## config.mk

```make
export PLATFORM = sky130hd
export DESIGN_NAME = mc_ctrl_fsm_flat
export DESIGN_NICKNAME = d
export VERILOG_FILES = /design/src/rtl/mc_ctrl_fsm_if.sv /design/src/rtl/mc_ctrl_fsm.sv /design/src/flat_wrapper.sv
export SDC_FILE = /design/constraint.sdc
export NUM_CORES = 1
export LEC_CHECK = 0
export CAP_MARGIN = 20
export CORE_MARGIN = 4
export CORE_UTILIZATION = 50
export DETAILED_ROUTE_END_ITERATION = 10
export PLACE_DENSITY = 0.81
export SLEW_MARGIN = 40
export SYNTH_ARGS = -nofsm -noshare
export SYNTH_HDL_FRONTEND = slang
export SYNTH_SLANG_ARGS = --single-unit
```

## constraint.sdc

```tcl
create_clock -name clk -period 9.09 [get_ports clk]
set_input_delay 1.3635 -clock clk [delete_from_list [all_inputs] [get_ports clk]]
set_output_delay 1.3635 -clock clk [all_outputs]
set_load 0.05 [all_outputs]
```

## src/rtl/mc_ctrl_fsm_if.sv

```systemverilog
// mc_ctrl_fsm_if: signal bundle between the multicycle controller and the datapath/memory
interface mc_ctrl_fsm_if #(parameter int CNT_W = 32);
  logic [5:0]       opcode;
  logic [5:0]       funct;
  logic             zero;
  logic             mem_ready;
  logic             mem_read;
  logic             mem_write;
  logic             iord;
  logic             ir_write;
  logic             pc_write;
  logic [1:0]       pc_src;
  logic             alu_src_a;
  logic [1:0]       alu_src_b;
  logic [1:0]       alu_op;
  logic             reg_write;
  logic [1:0]       reg_dst;
  logic [1:0]       mem_to_reg;
  logic             illegal_op;
  logic [CNT_W-1:0] instr_retired;
  logic [3:0]       state_dbg;
  modport master (
    input  opcode, funct, zero, mem_ready,
    output mem_read, mem_write, iord, ir_write, pc_write, pc_src, alu_src_a, alu_src_b,
           alu_op, reg_write, reg_dst, mem_to_reg, illegal_op, instr_retired, state_dbg
  );
  modport slave (
    output opcode, funct, zero, mem_ready,
    input  mem_read, mem_write, iord, ir_write, pc_write, pc_src, alu_src_a, alu_src_b,
           alu_op, reg_write, reg_dst, mem_to_reg, illegal_op, instr_retired, state_dbg
  );
endinterface

```

## src/rtl/mc_ctrl_fsm.sv

```systemverilog
// mc_ctrl_fsm: multicycle MIPS main controller sequencing fetch/decode/execute/mem/writeback
module mc_ctrl_fsm #(parameter int CNT_W = 32) (
  input logic             clk,
  input logic             rst,
  mc_ctrl_fsm_if.master   bus_io
);
  typedef enum logic [3:0] {
    FETCH, DECODE, MEM_ADDR, MEM_RD, MEM_WB, MEM_WR, EXEC_R,
    R_WB, BRANCH, JUMP, JAL, JR, ADDI_EX, ADDI_WB
  } state_t;
  typedef struct packed {
    logic       mem_read;
    logic       mem_write;
    logic       iord;
    logic       pc_write;
    logic [1:0] pc_src;
    logic       alu_src_a;
    logic [1:0] alu_src_b;
    logic [1:0] alu_op;
    logic       reg_write;
    logic [1:0] reg_dst;
    logic [1:0] mem_to_reg;
  } ctl_t;
  localparam logic [5:0] OP_R = 6'b000000, OP_LW = 6'b100011, OP_SW = 6'b101011;
  localparam logic [5:0] OP_BEQ = 6'b000100, OP_BNE = 6'b000101, OP_ADDI = 6'b001000;
  localparam logic [5:0] OP_J = 6'b000010, OP_JAL = 6'b000011, FN_JR = 6'b001000;
  state_t           state_q, state_d;
  ctl_t             ctl_q;
  logic             bne_q;
  logic [CNT_W-1:0] retired_q;
  logic             illegal;
  function automatic ctl_t decode(state_t s);
    ctl_t c;
    c = '0;
    case (s)
      FETCH:            begin c.mem_read = 1'b1; c.alu_src_b = 2'd1; end
      DECODE:           c.alu_src_b = 2'd3;
      MEM_ADDR, ADDI_EX: begin c.alu_src_a = 1'b1; c.alu_src_b = 2'd2; end
      MEM_RD:           begin c.mem_read = 1'b1; c.iord = 1'b1; end
      MEM_WR:           begin c.mem_write = 1'b1; c.iord = 1'b1; end
      MEM_WB:           begin c.reg_write = 1'b1; c.mem_to_reg = 2'd1; end
      EXEC_R:           begin c.alu_src_a = 1'b1; c.alu_op = 2'b10; end
      R_WB:             begin c.reg_write = 1'b1; c.reg_dst = 2'd1; end
      BRANCH:           begin c.alu_src_a = 1'b1; c.alu_op = 2'b01; c.pc_src = 2'd1; end
      JUMP:             begin c.pc_src = 2'd2; c.pc_write = 1'b1; end
      JAL:              begin c.pc_src = 2'd2; c.pc_write = 1'b1; c.reg_write = 1'b1; c.reg_dst = 2'd2; c.mem_to_reg = 2'd2; end
      JR:               begin c.pc_src = 2'd3; c.pc_write = 1'b1; end
      ADDI_WB:          c.reg_write = 1'b1;
      default:          c = '0;
    endcase
    return c;
  endfunction
  // next-state selection; an undecodable opcode in DECODE falls straight back to FETCH
  always_comb begin
    state_d = state_q;
    case (state_q)
      FETCH:    state_d = bus_io.mem_ready ? DECODE : FETCH;
      DECODE:   state_d = bus_io.opcode == OP_R ? (bus_io.funct == FN_JR ? JR : EXEC_R)
                        : (bus_io.opcode == OP_LW || bus_io.opcode == OP_SW) ? MEM_ADDR
                        : (bus_io.opcode == OP_BEQ || bus_io.opcode == OP_BNE) ? BRANCH
                        : bus_io.opcode == OP_ADDI ? ADDI_EX
                        : bus_io.opcode == OP_J ? JUMP
                        : bus_io.opcode == OP_JAL ? JAL
                        : FETCH;
      MEM_ADDR: state_d = bus_io.opcode == OP_LW ? MEM_RD : MEM_WR;
      MEM_RD:   state_d = bus_io.mem_ready ? MEM_WB : MEM_RD;
      MEM_WR:   state_d = bus_io.mem_ready ? FETCH : MEM_WR;
      EXEC_R:   state_d = R_WB;
      ADDI_EX:  state_d = ADDI_WB;
      default:  state_d = FETCH;
    endcase
    illegal = (state_q == DECODE) && (state_d == FETCH);
  end
  // state register, Moore outputs registered from the next state, branch sense and retire count
  always_ff @(posedge clk) begin
    if (rst) begin
      state_q   <= FETCH;
      ctl_q     <= decode(FETCH);
      bne_q     <= 1'b0;
      retired_q <= '0;
    end else begin
      state_q <= state_d;
      ctl_q   <= decode(state_d);
      if (state_q == DECODE) bne_q <= bus_io.opcode == OP_BNE;
      if (state_d == FETCH && state_q != FETCH && state_q != DECODE) retired_q <= retired_q + CNT_W'(1);
    end
  end
  assign bus_io.mem_read      = ~rst & ctl_q.mem_read;
  assign bus_io.mem_write     = ~rst & ctl_q.mem_write;
  assign bus_io.iord          = ctl_q.iord;
  assign bus_io.ir_write      = ~rst & (state_q == FETCH) & bus_io.mem_ready;
  assign bus_io.pc_write      = ~rst & (ctl_q.pc_write | ((state_q == FETCH) & bus_io.mem_ready)
                                       | ((state_q == BRANCH) & (bus_io.zero ^ bne_q)));
  assign bus_io.pc_src        = ctl_q.pc_src;
  assign bus_io.alu_src_a     = ctl_q.alu_src_a;
  assign bus_io.alu_src_b     = ctl_q.alu_src_b;
  assign bus_io.alu_op        = ctl_q.alu_op;
  assign bus_io.reg_write     = ~rst & ctl_q.reg_write;
  assign bus_io.reg_dst       = ctl_q.reg_dst;
  assign bus_io.mem_to_reg    = ctl_q.mem_to_reg;
  assign bus_io.illegal_op    = ~rst & illegal;
  assign bus_io.instr_retired = retired_q;
  assign bus_io.state_dbg     = state_q;
endmodule

```

## src/flat_wrapper.sv

```systemverilog
// flat-port wrapper written by rule: the top's interface ports become plain ports
module mc_ctrl_fsm_flat 
#(parameter int CNT_W = 32)
  (clk, rst, bus_io_opcode, bus_io_funct, bus_io_zero, bus_io_mem_ready, bus_io_mem_read, bus_io_mem_write, bus_io_iord, bus_io_ir_write, bus_io_pc_write, bus_io_pc_src, bus_io_alu_src_a, bus_io_alu_src_b, bus_io_alu_op, bus_io_reg_write, bus_io_reg_dst, bus_io_mem_to_reg, bus_io_illegal_op, bus_io_instr_retired, bus_io_state_dbg);
  mc_ctrl_fsm_if #(.CNT_W(CNT_W)) bus_io_i ();
  input logic clk;
  input logic rst;
  input wire logic [$bits(bus_io_i.opcode)-1:0] bus_io_opcode;
  input wire logic [$bits(bus_io_i.funct)-1:0] bus_io_funct;
  input wire logic [$bits(bus_io_i.zero)-1:0] bus_io_zero;
  input wire logic [$bits(bus_io_i.mem_ready)-1:0] bus_io_mem_ready;
  output wire logic [$bits(bus_io_i.mem_read)-1:0] bus_io_mem_read;
  output wire logic [$bits(bus_io_i.mem_write)-1:0] bus_io_mem_write;
  output wire logic [$bits(bus_io_i.iord)-1:0] bus_io_iord;
  output wire logic [$bits(bus_io_i.ir_write)-1:0] bus_io_ir_write;
  output wire logic [$bits(bus_io_i.pc_write)-1:0] bus_io_pc_write;
  output wire logic [$bits(bus_io_i.pc_src)-1:0] bus_io_pc_src;
  output wire logic [$bits(bus_io_i.alu_src_a)-1:0] bus_io_alu_src_a;
  output wire logic [$bits(bus_io_i.alu_src_b)-1:0] bus_io_alu_src_b;
  output wire logic [$bits(bus_io_i.alu_op)-1:0] bus_io_alu_op;
  output wire logic [$bits(bus_io_i.reg_write)-1:0] bus_io_reg_write;
  output wire logic [$bits(bus_io_i.reg_dst)-1:0] bus_io_reg_dst;
  output wire logic [$bits(bus_io_i.mem_to_reg)-1:0] bus_io_mem_to_reg;
  output wire logic [$bits(bus_io_i.illegal_op)-1:0] bus_io_illegal_op;
  output wire logic [$bits(bus_io_i.instr_retired)-1:0] bus_io_instr_retired;
  output wire logic [$bits(bus_io_i.state_dbg)-1:0] bus_io_state_dbg;
  assign bus_io_i.opcode = bus_io_opcode;
  assign bus_io_i.funct = bus_io_funct;
  assign bus_io_i.zero = bus_io_zero;
  assign bus_io_i.mem_ready = bus_io_mem_ready;
  assign bus_io_mem_read = bus_io_i.mem_read;
  assign bus_io_mem_write = bus_io_i.mem_write;
  assign bus_io_iord = bus_io_i.iord;
  assign bus_io_ir_write = bus_io_i.ir_write;
  assign bus_io_pc_write = bus_io_i.pc_write;
  assign bus_io_pc_src = bus_io_i.pc_src;
  assign bus_io_alu_src_a = bus_io_i.alu_src_a;
  assign bus_io_alu_src_b = bus_io_i.alu_src_b;
  assign bus_io_alu_op = bus_io_i.alu_op;
  assign bus_io_reg_write = bus_io_i.reg_write;
  assign bus_io_reg_dst = bus_io_i.reg_dst;
  assign bus_io_mem_to_reg = bus_io_i.mem_to_reg;
  assign bus_io_illegal_op = bus_io_i.illegal_op;
  assign bus_io_instr_retired = bus_io_i.instr_retired;
  assign bus_io_state_dbg = bus_io_i.state_dbg;
  mc_ctrl_fsm #(.CNT_W(CNT_W)) u_core (.clk(clk), .rst(rst), .bus_io(bus_io_i));
endmodule
```

==> reports/qor.log, run 1 <==
[clock_network] root buffer selected by CTS clkbuf_8
[clock_network] clock-pin slew of the registers on the worst-case setup and hold paths 90 ps
[power] IR drop worst, VDD 0.00008929 V
[clock_network] Post-CTS Repair Setup Buffers 0
[die] number of rows created at floorplan 26
[placement] final weighted congestion of routability-driven global placement 0.8776
[drt] Remaining DRCs 0
[drt] DR vias 2730
[clock_network] number of buffers added to fix hold violations after cts 0
[global_routing] total track usage 20.25%
[synth] compound-gate portion of the synthesized area 16.93%
[drt] violation count after the first detailed-routing iteration 205
[placement] IO Port Bufs 69
[cells_and_area] net count reported at finish 400
[global_routing] number of antenna violations at the first check in global routing 0
[synth] count of synthesis-stage warnings from yosys 0
[die] die width 82.55 µm
[sta] Slew Viols, Final 0
[die] area of the die 0.006815 mm²
[synth] average footprint of a synthesized cell 8.246 µm²
[setup_path] data required time at the worst endpoint 7730 ps
[synth] largest family of logic cells by synthesized area simple AND/OR/NAND/NOR gates
[sta] Fin Clk Skew 9.489 ps
[global_routing] grt total ovfl 0
[synth] ys flop type dfxtp_1
[synth] post-synthesis mux area share 3.242%
[setup_path] category of the critical setup timing path in -> out
[global_routing] first-pass GRT wire length 10.92 mm
[cells_and_area] area added between synthesis and finish 25.71%
[die] Top-Level Pins 70
[die] starting density of the core 53.06%
[clock_network] latest clock arrival within the worst-skew pair 320 ps
[flow_run] max-cap viol count 0
[drt] Routed WL per cell 15.02 µm
[synth] number of instances in the synthesized netlist 337
[synth] post-synthesis adder-cell area fraction 0.4502%
[drt] per-cell via count in the routed design 6.013
[cells_and_area] fraction of final layout cells with drive strength greater than 1 8.073%
[setup_path] largest stage delay on the critical path 730 ps
[power] Leakage Power 1.118 nW
[clock_network] CTS tree built
[die] Vert. Die Dim 82.55 µm
[die] core region area 0.005238 mm²
[setup_path] worst-path maximum fanout 59
[sta] number of setup violations in the final report 0
[synth] number of enable flip-flop cells after synthesis 0
[global_routing] number of global-route vias before repair 2434
[sta] highest clock rate 165.8 MHz
[placement] HPWL after DPL 4.625 mm
[setup_path] Buf+Inv Stages, Crit Path 3
[setup_path] Critical Path, Cell by Cell clkdlybuf4s50_1 > or4b_2 > a2111oi_0 > o21bai_1 > nand4bb_2 > buf_4 > or2_2 > nor3_1 > clkdlybuf4s50_1
[clock_network] TritonCTS sink count 52
[run_status] result of the run completed
[setup_path] element type at the critical path start input pin
[setup_path] cell type of the slowest stage on the worst timing path clkdlybuf4s50_1
[worst_hold_path] worst hold-check path type reg -> reg
[drt] routed wire length 6.821 mm
[synth] area fraction in and, or, nand and nor cells after synthesis 33.72%
[setup_path] Worst R2R Setup Slack 5860 ps
[setup_path] crit-path leading delay family buffers and inverters
[drt] antenna-violating nets left 0
[global_routing] maximum number of pins on one net before global-route repair 63
[cells_and_area] utilization after layout 66.70%
[drt] detailed-router iteration count before antenna repair 4
[setup_path] endpoint type of the worst setup path primary output
[sta] total negative slack 0 ps
[sta] ratio of final minimum period to clock period 66.35%
[synth] proportion of register bits with asynchronous set or reset after synthesis 0%
[clock_network] H-Tree Level Count 2
[cells_and_area] # diodes 0
[synth] count of different cell masters after synthesis 52
[clock_network] number of buffers created by CTS 5
[clock_network] post_cts resized 0
[synth] area of the mapped netlist 0.002779 mm²
[setup_path] crit-path most repeated cell clkdlybuf4s50_1
[power] total power divided by cell area 118.6 mW/mm²
[sta] minimum clock period after layout 6032 ps
[sta] setup repair after global routing missed its margin no
[synth] flip-flop and latch count after synthesis 52
[sta] slew at the pin closest to its max-slew limit 603.2 ps
[sta] number of hold violations in the final report 0
[synth] syn nets 354
[cells_and_area] max reg flops 32
[clock_network] Max clock buf depth 2
[synth] share of the synthesized netlist area taken by xor and xnor gates 0.9455%
[synth] portion of the post-synthesis area used by sequential elements 37.46%
[setup_path] arrival time worst endpoint 4670 ps
[sta] Slew Limit Headroom 59.64%
## logic make-up (layout without fill, tap and decap cells)
group,Yosys count,in the layout
compound gates,72,72
buf+inv,37,84
fa+ha+maj,1,1
simple gates,164,164
mux,8,8
flops,52,52
xor+xnor,3,3
## area by class of cell
cell class	instances	area, µm²
fillers	432	1744
multi-input cells	248	1546
flip-flops and latches	52	1041
repair buffers	72	708.2
well taps	70	87.58
clock buffers	5	68.82
clock inverters	3	26.28
inverters	4	15.01
## final timing paths
check	cells after the start	start	endpoint
worst max register to register	7	u_core.bus_io.state_dbg[0]	u_core.bus_io.instr_retired[13]
worst min-delay path	2	u_core.bus_io.instr_retired[31]	u_core.bus_io.instr_retired[31]
worst min register to register	2	u_core.bus_io.instr_retired[31]	u_core.bus_io.instr_retired[31]
worst max-delay path	9	bus_io_opcode[2]	bus_io_illegal_op
## report_power, final
part / internal (mW) / total, mW / switching (mW)
sequential: 0.229 / 0.230 / 0.00129
combinational: 0.0157 / 0.0441 / 0.0284
clock: 0.0563 / 0.140 / 0.0837
total: 0.301 / 0.414 / 0.113
## metrics by stage
stage	instances	total power [mW]	worst slack, ps	instance area, µm²	hold WS, ps
final	454	0.4144	3058	3493	495.4
after global routing	454	0.4323	2838	3493	516.9
after CTS	454	0.4167	3055	3493	494.1
after detailed placement	446	0.2793	3060	3398	477.8
after global placement	446	0.2786	3114	3393	467.1
after floorplan	337	0.2645	3848	2779	472.3
## Yosys cell counts (10+ instances only)
master	count	area [µm²]
dfxtp_1	52	1041
nor2b_1	14	87.58
a21oi_1	28	140.1
nand3_1	13	65.06
nor3_1	11	55.05
o31ai_1	18	135.1
nand2_1	22	82.58
clkbuf_1	12	45.04
nand4_1	14	87.58
or4_1	21	157.7
nor2_1	31	116.4
buf_4	10	75.07
## worst register-to-register path: stages, from the launching register on
cell       delay, ps
dfxtp_1          520
or4b_4           530
or4_1            430
o41ai_1          500
nand4bb_2        230
buf_4            440
nor4_1           170
mux2_2           300
## layout by cell type, fill, tap and decap left out, types with 2 or more instances in the layout
cell             synthesis  layout
clkdlybuf4s50_1          0      68
dfxtp_1                 52      52
nor2_1                  31      31
a21oi_1                 28      28
nand2_1                 22      22
or4_1                   21      21
o31ai_1                 18      18
nor2b_1                 14      14
nand4_1                 14      14
nand3_1                 13      12
nor3_1                  11      11
o21ai_0                  8       8
mux2_2                   8       8
or3_1                    6       6
nor4_1                   6       6
clkbuf_8                 0       5
inv_1                    4       4
and3_1                   4       4
nor4b_1                  3       3
o41ai_1                  3       3
nand3b_1                 3       3
buf_4                   10       3
nand2b_1                 2       2
o21bai_1                 2       2
a2111oi_0                2       2
o31a_1                   2       2
o21ba_2                  2       2
xnor2_1                  2       2
nor3b_1                  2       2
clkinv_4                 0       2
## routing by layer
metal | vias to the layer above | track usage (%) | routed length (µm)
met1 | 1298 | 26.51 | 3126
li1 | 1341 | - | -
met2 | 85 | 33.57 | 3212
met5 | - | 0 | 0
met3 | 6 | 4.121 | 417
met4 | 0 | 6.046 | 65
(Power assumes the default switching activity.)
==> run 2, diff against run 1 <==
- CORE_UTILIZATION: 50 -> 44
- PLACE_DENSITY: 0.81 -> 0.76
- clock period: 9.09 -> 5.45 ns (I/O delays scaled with it)
==> run 2 against run 1 <==
  * Utilization down 8.7 points
  * Critical path type unchanged
  * Non-clock buffer count decreased by 1
  * Via count shrank 0.33%
  * Combinational power grew 68%
  * Global-route usage decreased by 1.9 points
  * Sequential power rose by 67%
  * First-iteration DRC count fell by 30%
  * Register-to-register slack worse by 3600 ps
  * Wire length rose by 1.8%
  * Critical endpoint unchanged
==> reports/qor.log, run 2 (synthesis results as in run 1) <==
[clock_network] latest clock arrival within the worst-skew pair 310 ps
[drt] Remaining DRCs 0
[cells_and_area] utilization after layout 58.04%
[setup_path] element type at the critical path start input pin
[global_routing] maximum number of pins on one net before global-route repair 59
[setup_path] category of the critical setup timing path in -> out
[sta] slew at the pin closest to its max-slew limit 635.6 ps
[setup_path] worst-path maximum fanout 11
[clock_network] TritonCTS sink count 52
[setup_path] number of logic stages on the critical path including buffering 8
[placement] post-placement cell count 450
[placement] IO Port Bufs 69
[drt] DR vias 2721
[sta] setup repair after global routing missed its margin no
[sta] Slew Viols, Final 0
[clock_network] Max clock buf depth 2
[sta] Fin Clk Skew 7.597 ps
[die] Top-Level Pins 70
[sta] Slew Limit Headroom 57.47%
[drt] detailed-router iteration count before antenna repair 4
[drt] per-cell via count in the routed design 5.941
[die] number of rows created at floorplan 28
[cells_and_area] # diodes 0
[cells_and_area] max reg flops 32
[setup_path] Worst R2R Path Depth 7
[cells_and_area] count of placed standard cells in the final layout, fillers left out 458
[clock_network] number of buffers added to fix hold violations after cts 0
[setup_path] arrival time worst endpoint 4010 ps
[power] combinational power share 10.8%
[global_routing] grt total ovfl 0
[clock_network] number of buffers created by CTS 5
[sta] total negative slack 0 ps
[clock_network] clock-pin slew of the registers on the worst-case setup and hold paths 90 ps
[worst_hold_path] worst hold path stage count 2
[sta] highest clock rate 207.1 MHz
[setup_path] crit-path leading delay family buffers and inverters
[setup_path] cell type of the slowest stage on the worst timing path clkdlybuf4s50_1
[global_routing] number of antenna violations at the first check in global routing 0
[clock_network] root buffer selected by CTS clkbuf_8
[cells_and_area] leading cell types in the layout, fill and taps excluded clkdlybuf4s50_1 (68), dfxtp_1 (52), nor2_1 (31), a21oi_1 (28), nand2_1 (22)
[worst_hold_path] worst hold-check path type reg -> reg
[clock_network] post_cts resized 0
[placement] final weighted congestion of routability-driven global placement 0.8120
[flow_run] max-cap viol count 0
[cells_and_area] area added between synthesis and finish 25.84%
[die] Vert. Die Dim 87.47 µm
[setup_path] Buf+Inv Stages, Crit Path 2
[power] switching power 186.2 µW
[cells_and_area] net count reported at finish 399
[power] clock network power share 33.4%
[setup_path] endpoint type of the worst setup path primary output
[run_status] result of the run completed
[setup_path] Critical Path, Cell by Cell clkdlybuf4s50_1 > nand4b_1 > nor4b_1 > o41a_1 > nand3_1 > or2_2 > nor3_1 > clkdlybuf4s50_1
[power] total power divided by cell area 196.8 mW/mm²
[setup_path] data required time at the worst endpoint 4630 ps
[drt] antenna-violating nets left 0
[sta] minimum clock period after layout 4828 ps
[placement] HPWL after DPL 4.847 mm
[power] design internal power 502.0 µW
[drt] Routed WL per cell 15.16 µm
[power] sequential power share 55.8%
[global_routing] first-pass GRT wire length 11.48 mm
[global_routing] number of global-route vias before repair 2468
[drt] violation count after the first detailed-routing iteration 144
[clock_network] Post-CTS Repair Setup Buffers 0
[power] IR drop worst, VDD 0.0001236 V
[die] core region area 0.006026 mm²
[sta] number of hold violations in the final report 0
[power] Leakage Power 1.109 nW
[cells_and_area] most common cell after layout, fill and taps aside clkdlybuf4s50_1
[die] die width 87.47 µm
[power] switching part of the total power 27.06%
[cells_and_area] fraction of final layout cells with drive strength greater than 1 8.094%
[setup_path] largest stage delay on the critical path 850 ps
[setup_path] crit-path most repeated cell clkdlybuf4s50_1
[clock_network] H-Tree Level Count 2
[drt] routed wire length 6.943 mm
[sta] number of setup violations in the final report 0
[clock_network] CTS tree built
[die] starting density of the core 46.12%
[die] area of the die 0.007651 mm²
[sta] ratio of final minimum period to clock period 88.59%
[global_routing] total track usage 18.32%
## run 2: metrics by stage
stage / instance area (µm²) / total power, mW / hold WS [ps] / setup slack (ps)
3_3_place_gp: 3392 / 0.4655 / 462.0 / 772.4
6_report: 3497 / 0.6882 / 495.2 / 621.9
2_1_floorplan: 2779 / 0.4412 / 472.3 / 1300
5_1_grt: 3497 / 0.7145 / 515.8 / 415.6
4_1_cts: 3497 / 0.6960 / 496.1 / 629.8
3_5_place_dp: 3403 / 0.4665 / 479.1 / 635.2
## run 2: power groups by stage
stage / clock (mW) / sequential, mW / combinational (mW)
after floorplan: 0 / 0.395 / 0.0466
after global placement: 0 / 0.393 / 0.0726
after detailed placement: 0 / 0.393 / 0.0735
after CTS: 0.238 / 0.384 / 0.0738
after global routing: 0.249 / 0.385 / 0.0804
final: 0.230 / 0.384 / 0.0741
## run 2: final timing paths
check        slack (ps)                       startpoint                               to
min                 500  u_core.bus_io.instr_retired[31]  u_core.bus_io.instr_retired[31]
min reg2reg         500  u_core.bus_io.instr_retired[31]  u_core.bus_io.instr_retired[31]
max reg2reg        2230       u_core.bus_io.state_dbg[0]   u_core.bus_io.instr_retired[2]
max                 620                 bus_io_opcode[1]                bus_io_illegal_op
## run 2: cell type report
type / instances / area (µm²)
inverter: 4 / 15.01
fill: 564 / 2529
timing repair buffer: 71 / 700.7
tap: 75 / 93.84
multi-input combinational: 248 / 1553
sequential: 52 / 1041
clock inverter: 3 / 25.02
clock buffer: 5 / 68.82
## run 2: worst reg2reg max path, cell delays in order (launching register included)
cell and delay [ps]:
dfxtp_1 520, or4b_4 540, or4_1 430, o41ai_1 490, nand4bb_2 240, buf_4 460
nor3_1 160, mux2_2 290
## run 2: per-layer routing
layer  global-route usage, %  vias up  wire length [µm]
li1                        -     1344                 -
met1                   23.93     1271              3178
met2                   30.62       96              3183
met3                   3.974       10               511
met4                   4.603        0                70
met5                       0        -                 0
